<file path="config.mk">
export PLATFORM = sky130hd
export DESIGN_NAME = ls_debounce_filter
export DESIGN_NICKNAME = d
export VERILOG_FILES = /design/src/rtl/ls_debounce_pkg.sv /design/src/rtl/ls_debounce_chan.sv /design/src/rtl/ls_debounce_filter.sv
export SDC_FILE = /design/constraint.sdc
export NUM_CORES = 1
export LEC_CHECK = 0
export BUFFER_PORTS_ARGS = -buffer_cell sky130_fd_sc_hd__buf_4
export CAP_MARGIN = 40
export CELL_PAD_IN_SITES_DETAIL_PLACEMENT = 1
export CELL_PAD_IN_SITES_GLOBAL_PLACEMENT = 2
export CORE_ASPECT_RATIO = 0.5
export CORE_UTILIZATION = 34
export DETAILED_ROUTE_END_ITERATION = 8
export MAX_ROUTING_LAYER = met4
export PLACE_DENSITY_LB_ADDON = 0.3
export SLEW_MARGIN = 20
export SYNTH_ARGS = -nofsm -noshare
export SYNTH_HDL_FRONTEND = slang
export SYNTH_SLANG_ARGS = --single-unit
export TNS_END_PERCENT = 50
</file>
<file path="constraint.sdc">
create_clock -name clk -period 3.1 [get_ports clk]
set_input_delay 0.62 -clock clk [delete_from_list [all_inputs] [get_ports clk]]
set_output_delay 0.62 -clock clk [all_outputs]
set_load 0.05 [all_outputs]
</file>
<file path="src/rtl/ls_debounce_pkg.sv">
// rtl/ls_debounce_pkg.sv - shared constants for the limit-switch debounce filter
package ls_debounce_pkg;

    localparam int          LSD_CNT_W         = 16;
    localparam logic [15:0] LSD_DEFAULT_LIMIT = 16'd5000;

    localparam logic [1:0] LSD_ADDR_OUT   = 2'd0;
    localparam logic [1:0] LSD_ADDR_LIMIT = 2'd1;
    localparam logic [1:0] LSD_ADDR_RAW   = 2'd2;
    localparam logic [1:0] LSD_ADDR_RSVD  = 2'd3;

endpackage

</file>
<file path="src/rtl/ls_debounce_chan.sv">
// rtl/ls_debounce_chan.sv - one channel: two-flop synchroniser plus stability counter
module ls_debounce_chan #(
    parameter int CNT_W = 16
) (
    input  logic             clk,
    input  logic             reset,
    input  logic             raw,
    input  logic [CNT_W-1:0] limit,
    input  logic             clr,
    output logic             sync_level,
    output logic             filt,
    output logic             change
);

    logic             s1;
    logic             s2;
    logic [CNT_W-1:0] cnt;

    assign sync_level = s2;

    // A limit write (clr) outranks everything, including a coincident terminal count.
    always_ff @(posedge clk) begin
        if (reset) begin
            s1     <= 1'b0;
            s2     <= 1'b0;
            cnt    <= '0;
            filt   <= 1'b0;
            change <= 1'b0;
        end else begin
            s1     <= raw;
            s2     <= s1;
            change <= 1'b0;
            if (clr) begin
                cnt <= '0;
            end else if (limit == '0) begin
                cnt    <= '0;
                filt   <= s2;
                change <= (s2 != filt);
            end else if (s2 == filt) begin
                cnt <= '0;
            end else if (cnt == limit - CNT_W'(1)) begin
                cnt    <= '0;
                filt   <= s2;
                change <= 1'b1;
            end else begin
                cnt <= cnt + CNT_W'(1);
            end
        end
    end

endmodule

</file>
<file path="src/rtl/ls_debounce_filter.sv">
// rtl/ls_debounce_filter.sv - six-channel limit-switch debounce with Avalon-MM control
module ls_debounce_filter
    import ls_debounce_pkg::*;
#(
    parameter int               WIDTH         = 6,
    parameter int               CNT_W         = LSD_CNT_W,
    parameter logic [CNT_W-1:0] DEFAULT_LIMIT = CNT_W'(LSD_DEFAULT_LIMIT)
) (
    input  logic             clk,
    input  logic             reset,
    input  logic [WIDTH-1:0] raw_in,
    input  logic [1:0]       address,
    input  logic             chipselect,
    input  logic             write_n,
    input  logic [CNT_W-1:0] writedata,
    output logic [CNT_W-1:0] readdata,
    output logic [WIDTH-1:0] out_port,
    output logic [WIDTH-1:0] change
);

    logic [CNT_W-1:0] limit;
    logic [WIDTH-1:0] s2_vec;
    logic             limit_wr;

    assign limit_wr = chipselect && !write_n && (address == LSD_ADDR_LIMIT);

    for (genvar i = 0; i < WIDTH; i++) begin : g_chan
        ls_debounce_chan #(
            .CNT_W (CNT_W)
        ) u_chan (
            .clk        (clk),
            .reset      (reset),
            .raw        (raw_in[i]),
            .limit      (limit),
            .clr        (limit_wr),
            .sync_level (s2_vec[i]),
            .filt       (out_port[i]),
            .change     (change[i])
        );
    end

    // readdata is reloaded every cycle regardless of chipselect.
    always_ff @(posedge clk) begin
        if (reset) begin
            limit    <= DEFAULT_LIMIT;
            readdata <= '0;
        end else begin
            if (limit_wr) begin
                limit <= writedata;
            end
            case (address)
                LSD_ADDR_OUT:   readdata <= {{(CNT_W-WIDTH){1'b0}}, out_port};
                LSD_ADDR_LIMIT: readdata <= limit;
                LSD_ADDR_RAW:   readdata <= {{(CNT_W-WIDTH){1'b0}}, s2_vec};
                default:        readdata <= '0;
            endcase
        end
    end

endmodule

</file>
==> results of run 1 <==
==> state kept, by name, summed over array words and instances (netlist names) <==
name                      cells
g_chan.u_chan.change          6
g_chan.u_chan.cnt            96
g_chan.u_chan.filt            6
g_chan.u_chan.s1              6
g_chan.u_chan.sync_level      6
limit                        16
readdata                     16
==> kinds of logic after synthesis <==
logic type	after synthesis	synth area share [%]
AO/OA/AOI/OAI	139	11.1
XOR/XNOR	182	19.3
adder cells (fa/ha/maj)	9	1.26
buffers and inverters	108	5.65
flip-flops	152	34.7
multiplexers	8	0.927
AND/OR/NAND/NOR	459	27.0
==> what timing repair did <==
| action | 4_1_cts | 5_1_grt |
|---|---|---|
| pin swaps | 9 | 26 |
| gates resized for setup | 15 | 56 |
| gates cloned | 0 | 3 |
| hold endpoints to repair | 0 | 0 |
| setup buffers | 5 | 10 |
| setup endpoints to repair | 102 | 104 |
==> cells in the mapped netlist (4+ instances only) <==
master,instances
dfxtp_1,152
nor2_1,140
xnor2_1,99
nand2_1,78
xor2_1,76
nand3_1,50
clkbuf_1,47
nor3_1,42
a21oi_1,34
inv_1,28
o21ai_0,26
nor2b_1,21
and3_1,19
nand4_1,19
nand2b_1,15
buf_2,12
buf_4,12
and2_1,11
nand3b_1,10
a31oi_1,8
ha_1,8
nor4_1,8
mux2i_1,7
nor3b_1,7
or4_1,7
a211o_1,6
o211ai_1,6
a2111oi_0,5
a211oi_1,5
buf_1,5
xnor3_1,5
a32oi_1,4
and4_1,4
buf_6,4
nand3_2,4
o2111ai_1,4
o311ai_0,4
o31ai_1,4
o32ai_1,4
==> power by group <==
group	internal, mW	switching [mW]	leakage [nW]	total, mW
combinational	0.157	0.213	2.42	0.371
sequential	1.97	0.0185	1.23	1.99
clock	1.29	0.957	0.303	2.24
total	3.42	1.19	3.95	4.61
==> critical path: cells and delay by family (launching register included) <==
family	cells	cell delay (ns)
simple gates	3	1.28
compound gates	4	0.83
flops	1	0.34
buf+inv	2	0.26
fa+ha+maj	1	0.14
xor+xnor	1	0.14
==> final cells by class <==
class	count	area, µm²	area share (%)
multi-input cells	798	5600	50.3
inverters	28	105	0.944
clock inverters	15	191	1.72
well taps	344	430	3.87
repair buffers	161	1340	12.0
clock buffers	17	425	3.82
flip-flops and latches	152	3050	27.4
==> path summary, 6_finish.rpt <==
kind | to | slack [ns]
hold reg to reg | g_chan[0].u_chan.sync_level | 0.44
setup / recovery | g_chan[1].u_chan.filt | -0.01
setup reg to reg | g_chan[1].u_chan.filt | -0.01
hold / removal | limit[3] | 0.37
==> metal layers <==
layer	part of all wire (%)	vias up	global-route usage, %
li1	-	3828	-
met1	51	4057	37.2
met2	41	231	37.5
met3	6.1	38	5.44
met4	1.6	0	6.18
met5	0	-	-
==> placed cells by master, fill, tap and decap left out, types with 6 or more instances in the layout <==
cell type	netlist	layout
and2_1	11	11
xnor2_1	99	94
buf_4	12	149
nand3b_1	10	10
nand3_1	50	50
a211o_1	6	6
nor2b_1	21	21
dfxtp_1	152	150
or4_4	1	6
nand4_1	19	19
and3_1	19	19
xor2_1	76	74
a21oi_1	34	33
o211ai_1	6	6
o21ai_0	26	23
ha_1	8	7
mux2i_1	7	7
nor2_1	140	132
buf_12	0	6
nor3_1	42	40
inv_1	28	26
nor2_2	2	9
clkbuf_16	0	19
nand2b_1	15	15
nor3b_1	7	6
nand2_1	78	77
==> stage by stage <==
step	power, mW	area [µm²]	util (%)	setup TNS, ns
CTS	4.62	10700	42.4	0
finish	4.61	11100	44.1	-0.0140
global route	4.75	11100	44.1	-1.14
detailed placement	2.37	9980	39.5	-4.13
global placement	2.36	9980	39.5	-1.94
floorplan	2.21	8780	-	0
==> metrics.txt, run 1 <==
starting density of the core=34.8%; Cell Count, Final, Fillers Out=1515; crit start category=register; hold depth=2; drt drc=0; remaining antenna violation count after routing=0; largest net degree at the start of global routing=28; hold violation count in the final report=0; worst skew pair latency=0.46 ns; Setup crit start=limit[0]; CTS sink cnt=152; die span in x=229 µm; RSZ-0062 raised after global routing=true; Req. time, crit path=3.44 ns; Final Max Slew Viols=0; Final Setup Violations=1; Worst Hold Class=in2reg; max_slew headroom=35.8%; CP cell instances=inv_2 > ha_4 > or3b_4 > or4_4 > buf_8 > xor2_2 > o21ai_2 > or4_1 > o31a_1 > o21ai_1 > a21oi_2; total global routing overflow=0; Tcrit/Tclk final=100%; CTS tree=yes; Die ar.=26500 µm²; Synth Register Bits=152; Hold Crit Start=writedata[3]; Post-Synthesis Net Count=1093; vias in the first global route=8115; failing checks=negative setup slack; first-pass GRT wire length=49900 µm; CTS Buffer Depth=2; placer congestion estimate=0.937; # hold bufs at CTS=0; PwrDens=414 nW/µm²; reg2reg path depth=11; Least-Margin Pin Slew=0.961 ns; Avg Vias per Cell=5.38; via count=8154; Die H=116 µm; post-synth top area cell=dfxtp_1; clock skew=0.00995 ns; WL per Instance=21.9 µm; Root Driver=clkbuf_16; P&R area growth vs syn=26.9%; Antenna diodes=0; fmax=0.321 GHz; drt pass-1 iters=5; Worst VDD drop=0.242 mV; gate count of the mapped netlist=1057; top area cells in the synthesized netlist=dfxtp_1 35%, xnor2_1 9.9%, xor2_1 7.6%; Worst Setup Slack, final=-0.0140 ns; total track usage=26.2%; port bufs=55; run status=complete, but fails checks; YS warnings=0; Post-DP HPWL=24800 µm; core area=25200 µm²; worst path arrival time=3.45 ns; critical path endpoint category=register; Post-Syn Area=8770 µm²; DRT iter0 DRCs=569; distinct cell type count after synthesis=76; Row Count=41; number of synthesized flops with an enable pin=0; nets=1194; Yosys top cell area share=34.7%; worst hold slack=0.369 ns; Leak=3.95 nW; pre-CTS setup slack=-0.159 ns; Clk pin slew, worst setup/hold paths=0.07 ns; crit-path max FO=6; CTS buffer count=17; Top FF cell, synth=dfxtp_1; FILL cells=3001; Final min period=3.11 ns; initial antenna violation count=0; CP max stage cell=or4_4; Max Cap Viol=0; dpl cells=1466; Crit Path Class=reg2reg; layout cells sized above 1=22.5%; worst r2r src=limit[0]; Async SR Flop Fraction=0%; Syn Area/Cell=8.30 µm²; biggest cell delay along the critical path=0.44 ns; WL final=33200 µm; register area share after synthesis=34.7%; IO Pins=56; CTS H-tree lvls=4
No activity file was read; power rests on OpenSTA's default activity.
==> run 2, diff against run 1 <==
--- a/config.mk
+++ b/config.mk
@@ -6,11 +6,11 @@
 export NUM_CORES = 1
 export LEC_CHECK = 0
 export BUFFER_PORTS_ARGS = -buffer_cell sky130_fd_sc_hd__buf_4
-export CAP_MARGIN = 40
+export CAP_MARGIN = 20
 export CELL_PAD_IN_SITES_DETAIL_PLACEMENT = 1
 export CELL_PAD_IN_SITES_GLOBAL_PLACEMENT = 2
 export CORE_ASPECT_RATIO = 0.5
-export CORE_UTILIZATION = 34
+export CORE_UTILIZATION = 28
 export DETAILED_ROUTE_END_ITERATION = 8
 export MAX_ROUTING_LAYER = met4
 export PLACE_DENSITY_LB_ADDON = 0.3
==> run 2 against run 1 <==
First-iteration DRC count up 5.8%. The flow now finishes without violations. Clock skew about the same. Maximum frequency up 1.5%. Worst setup slack better by 0.045 ns. Clock power down 9.8%.
==> metrics.txt, run 2 (synthesis results as in run 1) <==
Die H=127 µm; critical path endpoint category=register; drt drc=0; CTS H-tree lvls=4; CP max stage cell=or4_4; combinational share of power=8.4%; Final Setup Violations=0; CTS Buffer Depth=2; Post-DP HPWL=25700 µm; crit-path max FO=8; Clk pin slew, worst setup/hold paths=0.07 ns; die span in x=252 µm; placer congestion estimate=0.916; core area=30600 µm²; remaining antenna violation count after routing=0; CP cell instances=or4_4 > or4_4 > buf_6 > xor2_1 > o21ai_1 > or4_1 > o31a_1 > nand3_4 > nor2_1; sequential cell area=3040 µm²; total global routing overflow=0; P&R area growth vs syn=26.3%; Leak=3.92 nW; Placed Area=10300 µm²; Avg Vias per Cell=5.08; clock power share=46.1%; buffers and inverters on the worst path=1; most frequent cells in the layout=162 x buf_4, 151 x dfxtp_1, 134 x nor2_1; hold endpoint=limit[3]; drt pass-1 iters=5; total track usage=22.2%; IO Pins=56; Final Cell Area=11100 µm²; PwrDens=395 nW/µm²; Root Driver=clkbuf_16; Final min period=3.07 ns; commonest non-fill, non-tap cell in the layout=buf_4; Final Max Slew Viols=0; run status=complete, no violations; Largest register FFs=96; Top reg by flops=g_chan.u_chan.cnt; top flop regs=g_chan.u_chan.cnt (96), limit (16), readdata (16); Crit path top cell by count=or4_4; port bufs=55; RSZ-0062 raised after global routing=true; hold violation count in the final report=0; hold depth=2; reg2reg path depth=9; setup slack, reg-to-reg=0.03 ns; sw power=1.10 mW; Row Count=45; delay-heaviest family, CP=simple AND/OR/NAND/NOR gates; WL per Instance=21.2 µm; worst path arrival time=3.41 ns; CTS buffer count=17; first-pass GRT wire length=51100 µm; max_slew headroom=41.9%; sequential power share=45.5%; final setup TNS=0 ns; Int Power=3.28 mW; Tcrit/Tclk final=99.0%; CTS sink cnt=152; clock skew=0.0101 ns; Antenna diodes=0; nets=1205; Crit Reg-Reg Endpoint=g_chan[1].u_chan.cnt[8]; FILL cells=3609; layout cells sized above 1=22.2%; initial antenna violation count=0; CTS tree=yes; WL final=34000 µm; largest net degree at the start of global routing=43; Req. time, crit path=3.44 ns; starting density of the core=28.7%; Sw Ratio=25.0%; Die ar.=32100 µm²; # hold bufs at CTS=0; Max Cap Viol=0; Worst VDD drop=0.322 mV; vias in the first global route=8322; multi-input logic area=5440 µm²; Hold Crit Start=writedata[3]; crit start category=register; via count=8142; worst skew pair latency=0.46 ns; Least-Margin Pin Slew=0.871 ns; DRT iter0 DRCs=602; Worst Hold Class=in2reg; biggest cell delay along the critical path=0.60 ns; Crit Path Class=reg2reg; worst r2r src=limit[13]; fmax=0.326 GHz
run 2: cell types whose count changed in the layout (fill, tap and decap cells not counted), moves of 3 or more:
cell / delta
o21ai_0: +3
xnor2_4: -3
clkbuf_8: +3
buf_4: +13
xnor2_1: +3
inv_6: -5
run 2: worst register-to-register path: stages (launching register included):
cell,delay [ns]
dfxtp_1,0.31
or4_4,0.54
or4_4,0.60
buf_6,0.16
xor2_1,0.13
o21ai_1,0.06
or4_1,0.40
o31a_1,0.43
nand3_4,0.23
nor2_1,0.09
run 2: metrics by stage:
step	power (mW)	utilization [%]	cells	setup slack, ns	hold slack (ns)
floorplan	2.21	-	1057	0.0229	0.414
global placement	2.38	33.5	1567	-0.0480	0.419
detailed placement	2.38	33.5	1567	-0.0738	0.428
CTS	4.41	35.4	1597	-0.0198	0.346
global route	4.53	36.2	1603	-0.0610	0.365
finish	4.38	36.2	1603	0.0310	0.364
run 2: metal layers:
| metal | track usage [%] | wire, µm |
|---|---|---|
| met3 | 5.24 | 2270 |
| met4 | 6.63 | 736 |
| met5 | - | 0 |
| met2 | 31.7 | 14100 |
| met1 | 30.8 | 16900 |
run 2: worst max-delay path by stage:
stage                                to  cells past startpoint       from  slack [ns]
2_1_floorplan   g_chan[1].u_chan.cnt[8]                     13   limit[0]        0.02
4_1_cts           g_chan[0].u_chan.filt                     12   limit[3]       -0.02
6_report        g_chan[1].u_chan.cnt[8]                      9  limit[13]        0.03
5_1_grt           g_chan[4].u_chan.filt                     14   limit[1]       -0.06
3_5_place_dp    g_chan[2].u_chan.cnt[5]                     11  limit[10]       -0.07
3_3_place_gp   g_chan[2].u_chan.cnt[13]                     13   limit[1]       -0.05
run 2: what timing repair did:
action,CTS,global route
endpoints found under the setup margin,30,88
pin swaps,0,12
gates cloned,0,3
buffers inserted,0,3
resized for setup,4,39
run 2: area by class of cell:
cell class | instances | share of cell area [%]
multi-input combinational | 798 | 49.2
sequential | 152 | 27.5
timing repair buffer | 172 | 12.7
tap | 423 | 4.78
clock buffer | 22 | 4.28
inverter | 28 | 0.949
clock inverter | 8 | 0.667
run 2: power groups by stage:
stage / clock network (mW) / registers [mW] / logic [mW]
final: 2.02 / 1.99 / 0.368
after global routing: 2.15 / 1.99 / 0.391
after CTS: 2.06 / 1.99 / 0.352
after detailed placement: 0 / 2.03 / 0.350
after global placement: 0 / 2.03 / 0.347
after floorplan: 0 / 2.04 / 0.173
